## src/rtl/div_req_ctrl.sv

```systemverilog
// EX-stage initiator for the iterative divider: latches and extends operands, issues one request,
// then selects and W-extends the result. Optional result reuse is enabled by defining DIV_REUSE_EN.
module div_req_ctrl (
    input  logic        clk,
    input  logic        rst,
    input  logic        ex_valid_i,
    input  logic [1:0]  div_op_i,
    input  logic        is_word_i,
    input  logic [63:0] rs1_i,
    input  logic [63:0] rs2_i,
    input  logic        flush_i,
    input  logic        hold_i,
    output logic        stall_o,
    output logic        result_valid_o,
    output logic [63:0] result_o,
    output logic        req_valid_o,
    output logic [63:0] op_1_o,
    output logic [63:0] op_2_o,
    output logic        sign_op_1_o,
    output logic        sign_op_2_o,
    input  logic [63:0] quotient_i,
    input  logic [63:0] remainder_i,
    input  logic        ready_i,
    input  logic        valid_i
);

    typedef enum logic [2:0] {IDLE, ISSUE, WAIT, DONE, DRAIN} state_e;

    state_e      state_q, state_d;
    logic [63:0] op1_q, op1_d, op2_q, op2_d, result_q, result_d;
    logic        sign_q, sign_d, rem_q, rem_d, word_q, word_d;
    logic [63:0] op1Ext, op2Ext, divSel, hitResult;
    logic        hit;

    function automatic logic [63:0] wordExt(input logic [63:0] r, input logic w);
        return w ? {{32{r[31]}}, r[31:0]} : r;
    endfunction

    always_comb begin
        op1Ext = rs1_i;
        op2Ext = rs2_i;
        if (is_word_i) begin
            op1Ext = div_op_i[0] ? {32'b0, rs1_i[31:0]} : {{32{rs1_i[31]}}, rs1_i[31:0]};
            op2Ext = div_op_i[0] ? {32'b0, rs2_i[31:0]} : {{32{rs2_i[31]}}, rs2_i[31:0]};
        end
    end

    assign divSel = rem_q ? remainder_i : quotient_i;

`ifdef DIV_REUSE_EN
    logic        saveValid_q;
    logic [63:0] saveOp1_q, saveOp2_q, saveQ_q, saveR_q;
    logic        saveWord_q, saveUns_q;

    // Tag uses the extended operands, so W forms differing only in rs[63:32] still hit correctly.
    always_ff @(posedge clk) begin
        if (rst) begin
            saveValid_q <= 1'b0;
            saveOp1_q   <= '0;
            saveOp2_q   <= '0;
            saveQ_q     <= '0;
            saveR_q     <= '0;
            saveWord_q  <= 1'b0;
            saveUns_q   <= 1'b0;
        end else if (state_q == WAIT && valid_i && !flush_i) begin
            saveValid_q <= 1'b1;
            saveOp1_q   <= op1_q;
            saveOp2_q   <= op2_q;
            saveQ_q     <= quotient_i;
            saveR_q     <= remainder_i;
            saveWord_q  <= word_q;
            saveUns_q   <= ~sign_q;
        end
    end

    assign hit = saveValid_q && op1Ext == saveOp1_q && op2Ext == saveOp2_q &&
                 is_word_i == saveWord_q && div_op_i[0] == saveUns_q;
    assign hitResult = wordExt(div_op_i[1] ? saveR_q : saveQ_q, is_word_i);
`else
    assign hit       = 1'b0;
    assign hitResult = '0;
`endif

    always_ff @(posedge clk) begin
        if (rst) begin
            state_q  <= IDLE;
            op1_q    <= '0;
            op2_q    <= '0;
            sign_q   <= 1'b0;
            rem_q    <= 1'b0;
            word_q   <= 1'b0;
            result_q <= '0;
        end else begin
            state_q  <= state_d;
            op1_q    <= op1_d;
            op2_q    <= op2_d;
            sign_q   <= sign_d;
            rem_q    <= rem_d;
            word_q   <= word_d;
            result_q <= result_d;
        end
    end

    always_comb begin
        state_d  = state_q;
        op1_d    = op1_q;
        op2_d    = op2_q;
        sign_d   = sign_q;
        rem_d    = rem_q;
        word_d   = word_q;
        result_d = result_q;
        unique case (state_q)
            IDLE: begin
                if (ex_valid_i && !flush_i) begin
                    if (hit) begin
                        result_d = hitResult;
                        state_d  = DONE;
                    end else if (ready_i) begin
                        op1_d   = op1Ext;
                        op2_d   = op2Ext;
                        sign_d  = ~div_op_i[0];
                        rem_d   = div_op_i[1];
                        word_d  = is_word_i;
                        state_d = ISSUE;
                    end
                end
            end
            ISSUE: state_d = flush_i ? IDLE : WAIT;
            WAIT: begin
                // A flush coinciding with valid_i means the divider already finished; nothing to drain.
                if (flush_i) begin
                    state_d = valid_i ? IDLE : DRAIN;
                end else if (valid_i) begin
                    result_d = wordExt(divSel, word_q);
                    state_d  = DONE;
                end
            end
            DONE:  if (flush_i || !hold_i) state_d = IDLE;
            DRAIN: if (valid_i) state_d = IDLE;
            default: state_d = IDLE;
        endcase
    end

    assign req_valid_o    = (state_q == ISSUE) && !flush_i;
    assign result_valid_o = (state_q == DONE) && !flush_i;
    assign result_o       = result_q;
    assign op_1_o         = op1_q;
    assign op_2_o         = op2_q;
    assign sign_op_1_o    = sign_q;
    assign sign_op_2_o    = sign_q;
    assign stall_o        = ex_valid_i && !flush_i && !(state_q == DONE && !hold_i);

endmodule

```

## config.mk

```make
export PLATFORM = sky130hd
export DESIGN_NAME = div_req_ctrl
export DESIGN_NICKNAME = d
export VERILOG_FILES = /design/src/rtl/div_req_ctrl.sv
export SDC_FILE = /design/constraint.sdc
export NUM_CORES = 1
export LEC_CHECK = 0
export ABC_CLOCK_PERIOD_IN_PS = 1860
export CORE_AREA = 2 2 181 183
export CTS_CLUSTER_DIAMETER = 120
export DETAILED_ROUTE_END_ITERATION = 10
export DIE_AREA = 0 0 183 185
export PLACE_DENSITY = 0.62
export SLEW_MARGIN = 20
export SYNTH_ARGS = -nofsm -noshare
export SYNTH_HDL_FRONTEND = slang
export SYNTH_SLANG_ARGS = --single-unit
```

## constraint.sdc

```tcl
create_clock -name clk -period 1.86 [get_ports clk]
set_clock_uncertainty 0.05 [all_clocks]
set_input_delay 0.186 -clock clk [delete_from_list [all_inputs] [get_ports clk]]
set_output_delay 0.186 -clock clk [all_outputs]
set_load 0.1 [all_outputs]
```

==> results.ini <==
[run_status]
outcome = completed

[detailed_routing]
drt-vias-per-instance = 4.53
drc = 0
wirelength_um = 29400
drtPass1Iterations = 4
drt_iter0_drc = 304
via_count = 8121
wire_per_inst_um = 16.4
drtAntennaViolNets = 0

[setup_path]
setup.worst_path.end_class = output port
timing_worst_setup_path_type = flop to output port
critical_path_arrival_ps = 1550
crit_chain = buf_6 -> nand2b_4 -> nor3b_4 -> buf_4 -> buf_12
critical_path_required_ps = 1620
slowest_stage = dfxtp_2
cp-start-kind = flop
slowest_delay_ps = 330
cp_max_fo = 9

[sta]
setup_violations = 0
tightestPinTransition_ps = 435
fin_crit_ps = 1780
max_freq_mhz = 561
rsz0062_at_grt = false
drv_slew = 0
relSlewSlack_pct = 71.0
timing.final.crit_share_pct = 95.9
finalSetupTns_ps = 0
hold_violations = 0

[synth]
yosysTopAreaCellShare_pct = 50.0
yosys-top-cells-count = dfxtp_1 (198), nor2_1 (162), a21oi_1 (134)
synth_most_common_cell = dfxtp_1
synth_edf_count = 0
yosysSeqAreaShare_pct = 50.0
synth_area_um2 = 7930
ys_types = 26
ys_top_cells_by_area = dfxtp_1 (50%), a211oi_1 (9.2%), a21oi_1 (8.5%)
synth_area_leader_cell = dfxtp_1
postSynthAreaPerCell_um2 = 8.45
ys_seq_elements = 198
synthesis.nets = 1205
netlist_instances = 939
synth-main-ff-cell = dfxtp_1
synthArstFlopShare_pct = 0
yosysWarningCount = 0

[global_route]
grt_pass1_wl_um = 43500
grt_pass1_vias = 7722
grt-ovfl-total = 0
grt_start_max_net_pins = 92
antenna_found_initial = 0
grt_usage_pct = 16.5

[die]
ios = 463
core_area_um2 = 32000
die-area_um2 = 33900
die_h_um = 185
row_count = 66
chipWidth_um = 183
initial_core_util_pct = 24.8

[placement]
gp_congestion = 0.758
dp.cells = 1759
hpwl_um = 21600
placedInstanceArea_um2 = 12800
port_buffers = 462

[clock_network]
htree_levels = 4
clock_latency_ps = 430
cts_setup_buffers = 0
cts_buffers = 17
cts_sinks = 198
cts_max_path_buffers = 2
cts_tree = done
cts-root-buf = clkbuf_16
clkSlewWorstSetupHoldPaths_ps = 70

[power]
leakage_nw = 5.07
pwr-share-clk_pct = 29.9
pwr-share-comb_pct = 33.8
switchingPower_mw = 4.96
power_frac_seq_pct = 36.3
p_int_mw = 7.97
max-vdd-ir-drop_uv = 698
netSwitchingFraction_pct = 38.4
power.density_nw_per_um2 = 964

[hold_path]
hold_path.class = primary input to flop

[finish]
area_growth_pct = 69.1
fillers = 3209
diodes = 0
final_core_util_pct = 41.9
layout-drive-gt1-share_pct = 21.0
finalInstanceArea_um2 = 13400
register_area_um2 = 3970
multiInputGateArea_um2 = 3620
layout.nets = 1636
layoutNonFillerInstCount = 1791

[job]
drv_cap = 0

## worst max-delay path: cells and delay by family, from the launching register on
family / cells / cell delay (ps)
buffers and inverters: 3 / 440
flip-flops: 1 / 330
AND/OR/NAND/NOR: 2 / 330
## routing by layer
| metal | wire length, um | track usage, % | vias to the layer above |
|---|---|---|---|
| met5 | 0 | 0 | - |
| met4 | 390 | 4.77 | 0 |
| li1 | - | - | 4118 |
| met2 | 14400 | 28.8 | 294 |
| met1 | 11900 | 19.0 | 3690 |
| met3 | 2630 | 6.02 | 19 |
## worst paths after layout
kind / from / to / slack [ps] / depth (start not counted)
worst min register to register: op_2_o[31] / op_2_o[31] / 410 / 2
worst max register to register: state_q[2] / op_2_o[2] / 210 / 4
worst max-delay path: state_q[2] / result_valid_o / 80 / 5
worst min-delay path: rst / op_2_o[0] / 40 / 2
## cells in the final DEF (no fill, tap or decap), types with 2 or more instances in the layout
master and instances:
dfxtp_1 196, inv_8 3, nor3b_2 2, buf_4 220, clkdlybuf4s50_1 264, clkinvlp_4 4
o21ai_0 3, buf_6 3, nand2_1 132, clkinv_4 2, bufinv_16 2, inv_1 2
nor2_1 162, nand2b_1 2, nor2b_2 2, buf_12 18, a211oi_1 97, mux2i_1 63
a21oi_1 133, clkbuf_16 17, o22ai_1 31
## logic make-up after synthesis
family	share of synthesized area, %
and+or+nand+nor	15.7
AOI/OAI and AO/OA	20.7
DFF	50.0
buffers and inverters	5.32
muxes	8.23
## layout make-up
class / instances / area share, %
Timing Repair Buffer: 505 / 35.0
Sequential cell: 198 / 29.6
Multi-Input combinational cell: 645 / 27.0
Tap cell: 408 / 3.81
Clock buffer: 19 / 3.30
Clock inverter: 13 / 1.24
Inverter: 3 / 0.0840
## flip-flops by register name (all words and copies together), names as in the netlist
register     cells
op_1_o          64
op_2_o          64
result_o        64
state_q          3
rem_q            1
sign_op_1_o      1
word_q           1
## metrics by stage
| step | power [mW] | hold WS, ps | setup WS (ps) |
|---|---|---|---|
| final | 12.9 | 43.1 | 76.8 |
| after global routing | 13.5 | 31.5 | 0.950 |
| after detailed placement | 9.17 | 398 | -183 |
| after global placement | 9.15 | 392 | -165 |
| after CTS | 13.1 | 22.8 | 16.9 |
| after floorplan | 7.75 | 232 | -379 |
## power by group through the flow
stage | Sequential [mW] | Clock (mW) | Combinational, mW
2_1_floorplan | 6.74 | 0 | 1.01
3_3_place_gp | 4.78 | 0 | 4.36
3_5_place_dp | 4.79 | 0 | 4.38
4_1_cts | 4.70 | 4.01 | 4.39
5_1_grt | 4.73 | 4.21 | 4.57
6_report | 4.70 | 3.86 | 4.37
## repair_timing
item | 4_1_cts | 5_1_grt
setup endpoints to repair | 2 | 2
hold buffers | 0 | 0
gates cloned | 0 | 0
endpoints found under the hold margin | 0 | 0
pin swaps | 0 | 1
gates resized for setup | 2 | 4
Note: power is estimated with default switching activity, not from simulation.
